[src/rtl/aximm_test0_hls_deadlock_pkg.sv]
// Shared definitions for the HLS dataflow deadlock report unit: FSM encoding
// and the width helpers used to size process IDs and path lengths.
package aximm_test0_hls_deadlock_pkg;

  typedef enum logic [2:0] {
    ST_IDLE   = 3'd0,
    ST_ORIGIN = 3'd1,
    ST_TRACE  = 3'd2,
    ST_REPORT = 3'd3,
    ST_DONE   = 3'd4
  } dl_state_e;

  function automatic int clog2(input int value);
    int r;
    r = 0;
    while ((1 << r) < value) r++;
    return r;
  endfunction

  // A single process still needs a one-bit ID field.
  function automatic int id_width(input int proc_num);
    return (clog2(proc_num) < 1) ? 1 : clog2(proc_num);
  endfunction

  function automatic int len_width(input int path_depth);
    return clog2(path_depth + 1);
  endfunction

endpackage

[src/rtl/aximm_test0_hls_deadlock_prio_enc.sv]
// Lowest-set-index priority encoder with an any-bit-set flag.
module aximm_test0_hls_deadlock_prio_enc
  import aximm_test0_hls_deadlock_pkg::*;
#(
  parameter int N     = 4,
  parameter int IDX_W = id_width(N)
) (
  input  logic [N-1:0]     vec,
  output logic [IDX_W-1:0] idx,
  output logic             any
);

  // Scan from the top so the lowest set bit is the last one written.
  always_comb begin
    idx = '0;
    any = |vec;
    for (int i = N - 1; i >= 0; i--) begin
      if (vec[i]) idx = IDX_W'(i);
    end
  end

endmodule

[src/rtl/aximm_test0_hls_deadlock_report_unit.sv]
// Central deadlock report unit: picks an origin, follows the token around the
// dependence cycle, and reports the recorded path over a valid/ready handshake.
module aximm_test0_hls_deadlock_report_unit
  import aximm_test0_hls_deadlock_pkg::*;
#(
  parameter int  PROC_NUM   = 4,
  parameter int  PATH_DEPTH = PROC_NUM,
  parameter int  TIMEOUT    = 16,
  localparam int ID_W       = id_width(PROC_NUM),
  localparam int LEN_W      = len_width(PATH_DEPTH)
) (
  input  logic                       clock,
  input  logic                       reset,
  input  logic [PROC_NUM-1:0]        dl_detect_vec,
  input  logic [PROC_NUM-1:0]        token_vec,
  output logic                       dl_detect_in,
  output logic [PROC_NUM-1:0]        origin,
  output logic                       token_clear,
  output logic                       dl_flag,
  output logic                       rpt_vld,
  input  logic                       rpt_rdy,
  output logic [ID_W-1:0]            rpt_origin,
  output logic [LEN_W-1:0]           rpt_len,
  output logic [PATH_DEPTH*ID_W-1:0] rpt_path,
  output logic                       rpt_closed,
  output logic                       rpt_timeout,
  output logic                       rpt_trunc
);

  localparam int CNT_W = clog2(TIMEOUT + 1);

  dl_state_e           state_q, state_d;
  logic [ID_W-1:0]     org_q, org_d;
  logic [LEN_W-1:0]    len_q, len_d;
  logic [CNT_W-1:0]    cnt_q, cnt_d;
  logic [ID_W-1:0]     path_q [PATH_DEPTH];
  logic                path_we;
  logic [LEN_W-1:0]    path_wa;
  logic [ID_W-1:0]     path_wd;
  logic [ID_W-1:0]     det_idx, tok_idx;
  logic                det_any, tok_any;
  logic                flag_d, vld_d, closed_d, tmo_d, trunc_d, det_in_d;
  logic [PROC_NUM-1:0] origin_d;

  aximm_test0_hls_deadlock_prio_enc #(.N(PROC_NUM), .IDX_W(ID_W)) u_det_enc (
    .vec (dl_detect_vec),
    .idx (det_idx),
    .any (det_any)
  );

  aximm_test0_hls_deadlock_prio_enc #(.N(PROC_NUM), .IDX_W(ID_W)) u_tok_enc (
    .vec (token_vec),
    .idx (tok_idx),
    .any (tok_any)
  );

  always_comb begin
    state_d     = state_q;
    org_d       = org_q;
    len_d       = len_q;
    cnt_d       = cnt_q;
    flag_d      = dl_flag;
    vld_d       = rpt_vld;
    closed_d    = rpt_closed;
    tmo_d       = rpt_timeout;
    trunc_d     = rpt_trunc;
    path_we     = 1'b0;
    path_wa     = '0;
    path_wd     = '0;
    token_clear = 1'b0;
    case (state_q)
      ST_IDLE: begin
        if (det_any) begin
          org_d   = det_idx;
          flag_d  = 1'b1;
          state_d = ST_ORIGIN;
        end
      end
      ST_ORIGIN: begin
        path_we = 1'b1;
        path_wa = '0;
        path_wd = org_q;
        len_d   = LEN_W'(1);
        cnt_d   = '0;
        state_d = ST_TRACE;
      end
      ST_TRACE: begin
        if (!tok_any) begin
          cnt_d = cnt_q + CNT_W'(1);
          if (cnt_d == CNT_W'(TIMEOUT)) begin
            token_clear = 1'b1;
            tmo_d       = 1'b1;
            vld_d       = 1'b1;
            state_d     = ST_REPORT;
          end
        end else if (tok_idx == org_q) begin
          token_clear = 1'b1;
          closed_d    = 1'b1;
          vld_d       = 1'b1;
          state_d     = ST_REPORT;
        end else if (len_q < LEN_W'(PATH_DEPTH)) begin
          // A token parked on one process appends every cycle: a self-loop.
          path_we = 1'b1;
          path_wa = len_q;
          path_wd = tok_idx;
          len_d   = len_q + LEN_W'(1);
          cnt_d   = '0;
        end else begin
          token_clear = 1'b1;
          trunc_d     = 1'b1;
          vld_d       = 1'b1;
          state_d     = ST_REPORT;
        end
      end
      ST_REPORT: begin
        if (rpt_rdy) begin
          vld_d   = 1'b0;
          state_d = ST_DONE;
        end
      end
      default: begin
        state_d = ST_DONE;
      end
    endcase
    det_in_d = (state_d != ST_IDLE);
    origin_d = (state_d == ST_ORIGIN) ? (PROC_NUM'(1) << org_d) : '0;
  end

  always_ff @(posedge clock) begin
    if (reset) begin
      state_q      <= ST_IDLE;
      org_q        <= '0;
      len_q        <= '0;
      cnt_q        <= '0;
      dl_detect_in <= 1'b0;
      origin       <= '0;
      dl_flag      <= 1'b0;
      rpt_vld      <= 1'b0;
      rpt_closed   <= 1'b0;
      rpt_timeout  <= 1'b0;
      rpt_trunc    <= 1'b0;
    end else begin
      state_q      <= state_d;
      org_q        <= org_d;
      len_q        <= len_d;
      cnt_q        <= cnt_d;
      dl_detect_in <= det_in_d;
      origin       <= origin_d;
      dl_flag      <= flag_d;
      rpt_vld      <= vld_d;
      rpt_closed   <= closed_d;
      rpt_timeout  <= tmo_d;
      rpt_trunc    <= trunc_d;
    end
  end

  // Path entries carry no reset; stale entries are hidden by the length mask.
  always_ff @(posedge clock) begin
    for (int k = 0; k < PATH_DEPTH; k++) begin
      if (path_we && (path_wa == LEN_W'(k))) path_q[k] <= path_wd;
    end
  end

  assign rpt_origin = org_q;
  assign rpt_len    = len_q;

  always_comb begin
    rpt_path = '0;
    for (int k = 0; k < PATH_DEPTH; k++) begin
      if (LEN_W'(k) < len_q) rpt_path[k*ID_W +: ID_W] = path_q[k];
    end
  end

endmodule
[config.mk]
export PLATFORM = sky130hd
export DESIGN_NAME = aximm_test0_hls_deadlock_report_unit
export DESIGN_NICKNAME = d
export VERILOG_FILES = /design/src/rtl/aximm_test0_hls_deadlock_pkg.sv /design/src/rtl/aximm_test0_hls_deadlock_prio_enc.sv /design/src/rtl/aximm_test0_hls_deadlock_report_unit.sv
export SDC_FILE = /design/constraint.sdc
export NUM_CORES = 1
export LEC_CHECK = 0
export CORE_MARGIN = 4
export CORE_UTILIZATION = 41
export DETAILED_ROUTE_END_ITERATION = 16
export PLACE_DENSITY = 0.76
export SYNTH_ARGS = -nofsm -noshare
export SYNTH_HDL_FRONTEND = slang
export SYNTH_SLANG_ARGS = --single-unit
[constraint.sdc]
create_clock -name clock -period 4.55 [get_ports clock]
set_input_delay 0.455 -clock clock [delete_from_list [all_inputs] [get_ports clock]]
set_output_delay 0.455 -clock clock [all_outputs]
set_load 0.02 [all_outputs]
== After elaboration in Yosys (flattened, before gate mapping) ==
Memory sizes are Yosys's and may differ from the RTL's.
Cells that the tools add are included.

* Input port bits: 11
* Bits in writable memories: 8
* Memories: 1
* Output and inout bits: 24
* Bits in registers: 23
* Word-level logic and storage cells: 132

* Shift-type cells: 1
* Muxes and demuxes: 69
* Add/subtract/negate cells: 2
* Magnitude comparators: 5
* Bitwise logic cells: 4
* Eq/ne operators: 17
* Reduce and logical (&&, ||, !) cells: 22

{| class="wikitable"
|+ Memory list
! name !! depth !! bits a word !! rd ports !! clocked after memory_dff !! write ports !! line !! text
|-
| path_q || 4 || 2 || 4 || 0 || 1 || aximm_test0_hls_deadlock_report_unit.sv:36 || <nowiki>logic [ID_W-1:0] path_q [PATH_DEPTH];</nowiki>
|}

{| class="wikitable"
|+ Operators by type and width
! operator !! number
|-
| 2-to-1 mux 2 bit || 23
|-
| 2-to-1 mux 3 bit || 13
|-
| 2-to-1 mux 1 bit || 24
|-
| 2-to-1 mux 5 bit || 3
|-
| equality test 3 x 2 -> 1 bit (second input constant) || 4
|-
| case mux 3 bit (4 select lines) || 1
|-
| AND reduction 4 bit || 3
|-
| case mux 5 bit (2 select lines) || 1
|-
| equality test 3 x 1 -> 1 bit (second input constant) || 3
|-
| != test 3 bit (second input constant) || 3
|-
| AND reduction 3 bit || 3
|-
| != test 2 bit (second input constant) || 4
|-
| OR reduction 2 bit || 4
|-
| OR reduction 4 bit || 2
|-
| logical NOT 3 bit || 2
|-
| < comparator 1 x 3 -> 1 bit (first input constant) || 2
|-
| < comparator 2 x 3 -> 1 bit (first input constant) || 2
|-
| case mux 3 bit (2 select lines) || 1
|-
| adder 5 x 1 -> 5 bit (second input constant) || 1
|-
| equality test 5 bit (second input constant) || 1
|-
| logical AND 1 bit || 4
|-
| != test 4 bit (second input constant) || 1
|-
| NOT 1 bit || 4
|-
| case mux 1 bit (2 select lines) || 2
|-
| 8 further kinds || 9
|}

== Depth between registers and ports, before layout ==
* Depth after elaboration: 16
* Mapped depth: 7
* Mapped depth without buffers: 6

== Modules after synthesis ==
From an unflattened synthesis, not the netlist that was laid out.

* Cell total of the unflattened synthesis: 163
* Area, all modules: 1511.4 um^2

{| class="wikitable"
|+ Modules (own cells, without submodules)
! module !! sequential area each (um^2) !! area each (um^2) !! cells an instance !! instances
|-
| aximm_test0_hls_deadlock_report_unit || 700.7 || 1441.4 || 149 || 1
|-
| aximm_test0_hls_deadlock_prio_enc || 0.0 || 35.0 || 7 || 2
|}

== Worst setup path after synthesis ==
No wires, ideal clock.

* Path type: input to output
* From: in token_vec[1]
* To: out token_clear
* Arrival time: 1.737 ns
* Cell stages on the path: 6
* Path slack: 2.358 ns
* Cell sequence: buf_6 > or4_1 > o21ai_0 > a21oi_1 > o31ai_1 > inv_1

* Cells in the longest elaborated chain, start to end: 6

{| class="wikitable"
|+ RTL lines
! element !! line !! text
|-
| start: declaration || aximm_test0_hls_deadlock_report_unit.sv:15 || <nowiki>input logic [PROC_NUM-1:0] token_vec,</nowiki>
|-
| 2-to-1 mux 2 bit (2 in a row) || aximm_test0_hls_deadlock_prio_enc.sv:18 || <nowiki>if (vec[i]) idx = IDX_W'(i);</nowiki>
|-
| equality test 2 bit || aximm_test0_hls_deadlock_report_unit.sv:96 || <nowiki>end else if (tok_idx == org_q) begin</nowiki>
|-
| 2-to-1 mux 1 bit || aximm_test0_hls_deadlock_report_unit.sv:96 ||
|-
| 2-to-1 mux 1 bit (*) || aximm_test0_hls_deadlock_report_unit.sv:88 || <nowiki>if (!tok_any) begin</nowiki>
|-
| 2-to-1 mux 1 bit (*) || aximm_test0_hls_deadlock_report_unit.sv:71 || <nowiki>case (state_q)</nowiki>
|-
| end: declaration || aximm_test0_hls_deadlock_report_unit.sv:18 || <nowiki>output logic token_clear,</nowiki>
|}

Every way passes the cells marked *; elsewhere a longest branch is shown, timed or not.

== Worst setup path after layout ==
Ends and elaborated chain as after synthesis.

==> results.md <==
- By instance count, the cell type seen most on the critical path is clkdlybuf4s50_1.
- The pre-antenna-repair detailed-routing pass consisted of 4 iterations.
- The class of the most critical setup path is input port to primary output.
- The number of global-route vias before repair is approximately 1,300.
- Row generation in the floorplan step produced 22 rows.
- For this run the aggregate overflow at the end of global routing stands at 0.
- For this design, the CTS-stage hold fixing added 0 buffers.
- The repair_antennas step left the layout with diodes totalling 0.
- The area share of the largest cell type after synthesis is 0.2889.
- The post-route setup TNS is 0 ps.
- The dominant cell type by area after synthesis is dfxtp_1.
- In the routed design, unresolved DRC markers number 0.
- The proportion of synthesized chip area in sequential cells is 0.4396.
- Dividing the detail-routed via count by the number of cells gives between 5 and 6.
- Clock-pin slew was measured on the worst setup and hold paths at about 60 ps.
- Walking the worst path, the cells encountered are clkdlybuf4s50_1, or4_1, o21ai_0, a21oi_1, o31ai_1, inv_1, clkdlybuf4s50_1.
- The number of nets in the layout is approximately 230.
- The number of enable-type register cells in the synthesized netlist is 8.
- The count of cells resized by post-cts repair is 0.
- Synthesis instantiated slightly below 50 different standard cells from the library.
- The average wire per standard cell is roughly 13 um.
- The root buffer cell chosen for the clock tree is clkbuf_8.
- The final layout contains routed wiring with a total length of approximately 3300 um.
- The count of port buffers added during placement is 34.
- The synthesized area divided by synthesized cell count is between 8 and 9 um^2.
- The path class of the tightest hold or removal check is register to register.
- The cell type of the slowest stage on the worst timing path is or4_1.
- The overall track demand over capacity in global routing is 0.1400.
- Setup violations remaining at the end of the flow were counted as 0.
- The power density over the cells is 342.7 mW/mm^2.
- At the end of routability-driven placement, the weighted congestion stood at between 0.8 and 0.9.
- The initial cell density of the core is 0.4290.
- The area overhead of the layout relative to synthesis is 26.84%.
- Counting instances in the post-synthesis netlist gives the leading cell types as nor2_1 (29), dfxtp_1 (23), a21oi_1 (11), nand2_1 (11).
- The horizontal die dimension is about 70 um.
- The number of nets in the synthesized netlist is slightly below 200.
- The endpoint class of the critical path is a primary output.
- Once detail routing completed, the nets flagged for antenna violations numbered 0.
- Across the VDD grid, the largest voltage drop is around 0.20 mV.
- The post-route minimum period is roughly 3300 ps.
- The tree built by TritonCTS fans out to 31 sinks.
- The die outline area is about 0.0049 mm^2.
- By area the synthesized netlist is led by dfxtp_1 (29%), edfxtp_1 (15%), nor2_1 (6.8%).
- The count of vias placed by the detailed router is between 1,000 and 1,500.
- The maximum clock path buffer count is 2.
- The initial antenna violation count is 0.
- The final hold violation count is 0.
- Once placement completed, the tool counted placed cells totaling between 200 and 300.
- The highest fanout seen on the critical path is 9.
- The later pin in the worst-skew pair is clocked with a latency of ~280 ps.
- The DRC violation total after the first TritonRoute iteration is 36.
- The filler cells instantiated in the layout total roughly 350.
- Counting flops with an async set or reset pin after synthesis yields a share of 0.
- Counting every instance in the synthesized netlist gives 181.
- The core region is around 0.0037 mm^2.
- The flow ran to the end, and the final reports show no timing, DRC or antenna violations.
- The static leakage is 0.0006834 uW.
- The first global-routing pass estimated between 5000 and 6000 um of wire.
- The H-tree was split into 2 levels.
- The post-layout instance area is approximately 0.002 mm^2.
- After synthesis the cells add up to between 0.0015 and 0.002 mm^2.
- The most common cell in the netlist is nor2_1.
- Broken down by cell family, the worst path's largest delay share belongs to buffers and inverters.
- The final cycle utilization of the critical path is 0.7338.
- STA classifies the critical path startpoint as an input port.
- Once layout is complete, the cells apart from fillers number between 200 and 300.
- Setup repair after global routing left no endpoint under its margin.
- The fraction of the core area covered by cells at the end of the flow is 0.5441.
- For this run, the slowest stage of the critical path takes 620 ps.
- The number of I/O pins is 35.
- The required time at the worst-slack endpoint is a little over 4000 ps.
- The data arrival time of the critical path is between 2000 and 3000 ps.
- Entering global routing, the biggest net connects 24 pins.
- The half-perimeter wire length of the detailed placement result is approximately 2400 um.
- At the pin with the least slew margin, the transition time is 769.3 ps.
- The height of the chip is between 70 and 80 um.
- The most used flip-flop cell after synthesis is dfxtp_1.
- The number of register bits inferred by synthesis is 31.
- The number of buffers created by CTS is 5.
- The number of maximum-capacitance violations is 0.
- After layout, the design draws a total of 692.9 uW.
- The TritonCTS clock tree is done.
- The number of pins with negative max-slew slack in the final report is 0.
- The worst-case clock skew is around 4.6 ps.
- The cell area after placement is just under 0.002 mm^2.
- For this run, the number of Yosys warnings is 0.
- The fmax is between 200 and 300 MHz.
- The fraction of layout instances using a drive strength above 1 is 0.06542.
- Counting both buffers and inverters, the worst setup path holds a total of 3.
- The worst pin sits at a relative slew slack of 0.4855.
- The number of setup buffers added after CTS is 0.
==> where the power goes <==
group	leakage, uW	switching (uW)	internal, uW	total (uW)
Sequential	0.000263	24.7	304	328
Combinational	0.000378	95.2	71.8	167
Clock	0.0000422	90.8	107	198
Total	0.000683	211	482	693
==> area by class of cell <==
| cell class | count | area (um^2) | share of cell area |
|---|---|---|---|
| clock buffers | 7 | 76.32 | 0.03775 |
| well taps | 48 | 60.06 | 0.02970 |
| repair buffers | 34 | 340.3 | 0.1683 |
| flip-flops and latches | 31 | 700.7 | 0.3465 |
| multi-input cells | 136 | 820.8 | 0.4059 |
| clock inverters | 1 | 5.005 | 0.002475 |
| inverters | 5 | 18.77 | 0.009282 |
==> path summary, 6_finish.rpt <==
path / startpoint / endpoint / slack (ps) / cells past startpoint
worst min register to register: rpt_trunc / rpt_trunc / 470 / 2
worst max-delay path: token_vec[1] / token_clear / 1210 / 7
worst max register to register: rpt_origin[0] / path_q[0][1] / 2260 / 5
worst min-delay path: rpt_trunc / rpt_trunc / 470 / 2
==> layer usage <==
metal,vias to the layer above,part of all wire,track usage
li1,721,-,-
met1,656,0.45,0.1534
met2,30,0.49,0.2422
met3,5,0.048,0.05036
met4,0,0.016,0.05745
met5,-,0,0
==> tightest hold or removal path, stage by stage, from the launching register on <==
cell and delay (ps):
dfxtp_1 320, a41oi_1 40, nor2_1 70
==> flip-flops by register name (all words and copies together) (netlist names) <==
name          count
cnt_q             5
dl_detect_in      1
dl_flag           1
origin            4
path_q            8
rpt_closed        1
rpt_len           3
rpt_origin        2
rpt_timeout       1
rpt_trunc         1
rpt_vld           1
state_q           3
==> per-stage QoR <==
stage          hold slack [ps]  worst slack [ps]
2_1_floorplan            484.7              2358
3_3_place_gp             456.4              1261
3_5_place_dp             462.7              1275
4_1_cts                  476.5              1246
5_1_grt                  511.0              1101
6_report                 468.8              1211
==> cell usage in the layout (no fill, tap or decap), drive strengths merged, types with 3 or more instances in the layout <==
cell           count
or2                3
clkbuf             7
nand2b             3
nand3b             6
nor2b              6
nor3b              5
clkdlybuf4s50     34
a311oi             3
nor3               8
edfxtp             8
dfxtp             23
nand2             11
nor2              30
o21ai              9
nand3              4
a21oi             11
or3                3
a31oi              4
inv                5
and2               5
==> kinds of logic (layout without fill, tap and decap cells) <==
logic type | after synthesis | count (layout) | synth area share
AO/OA/AOI/OAI | 41 | 41 | 0.1797
XOR/XNOR | 2 | 2 | 0.01099
adder cells (fa/ha/maj) | 2 | 2 | 0.01570
buffers and inverters | 14 | 47 | 0.04552
flip-flops | 31 | 31 | 0.4396
multiplexers | 1 | 1 | 0.006280
AND/OR/NAND/NOR | 90 | 90 | 0.3022
No activity file was read; power rests on OpenSTA's default activity.
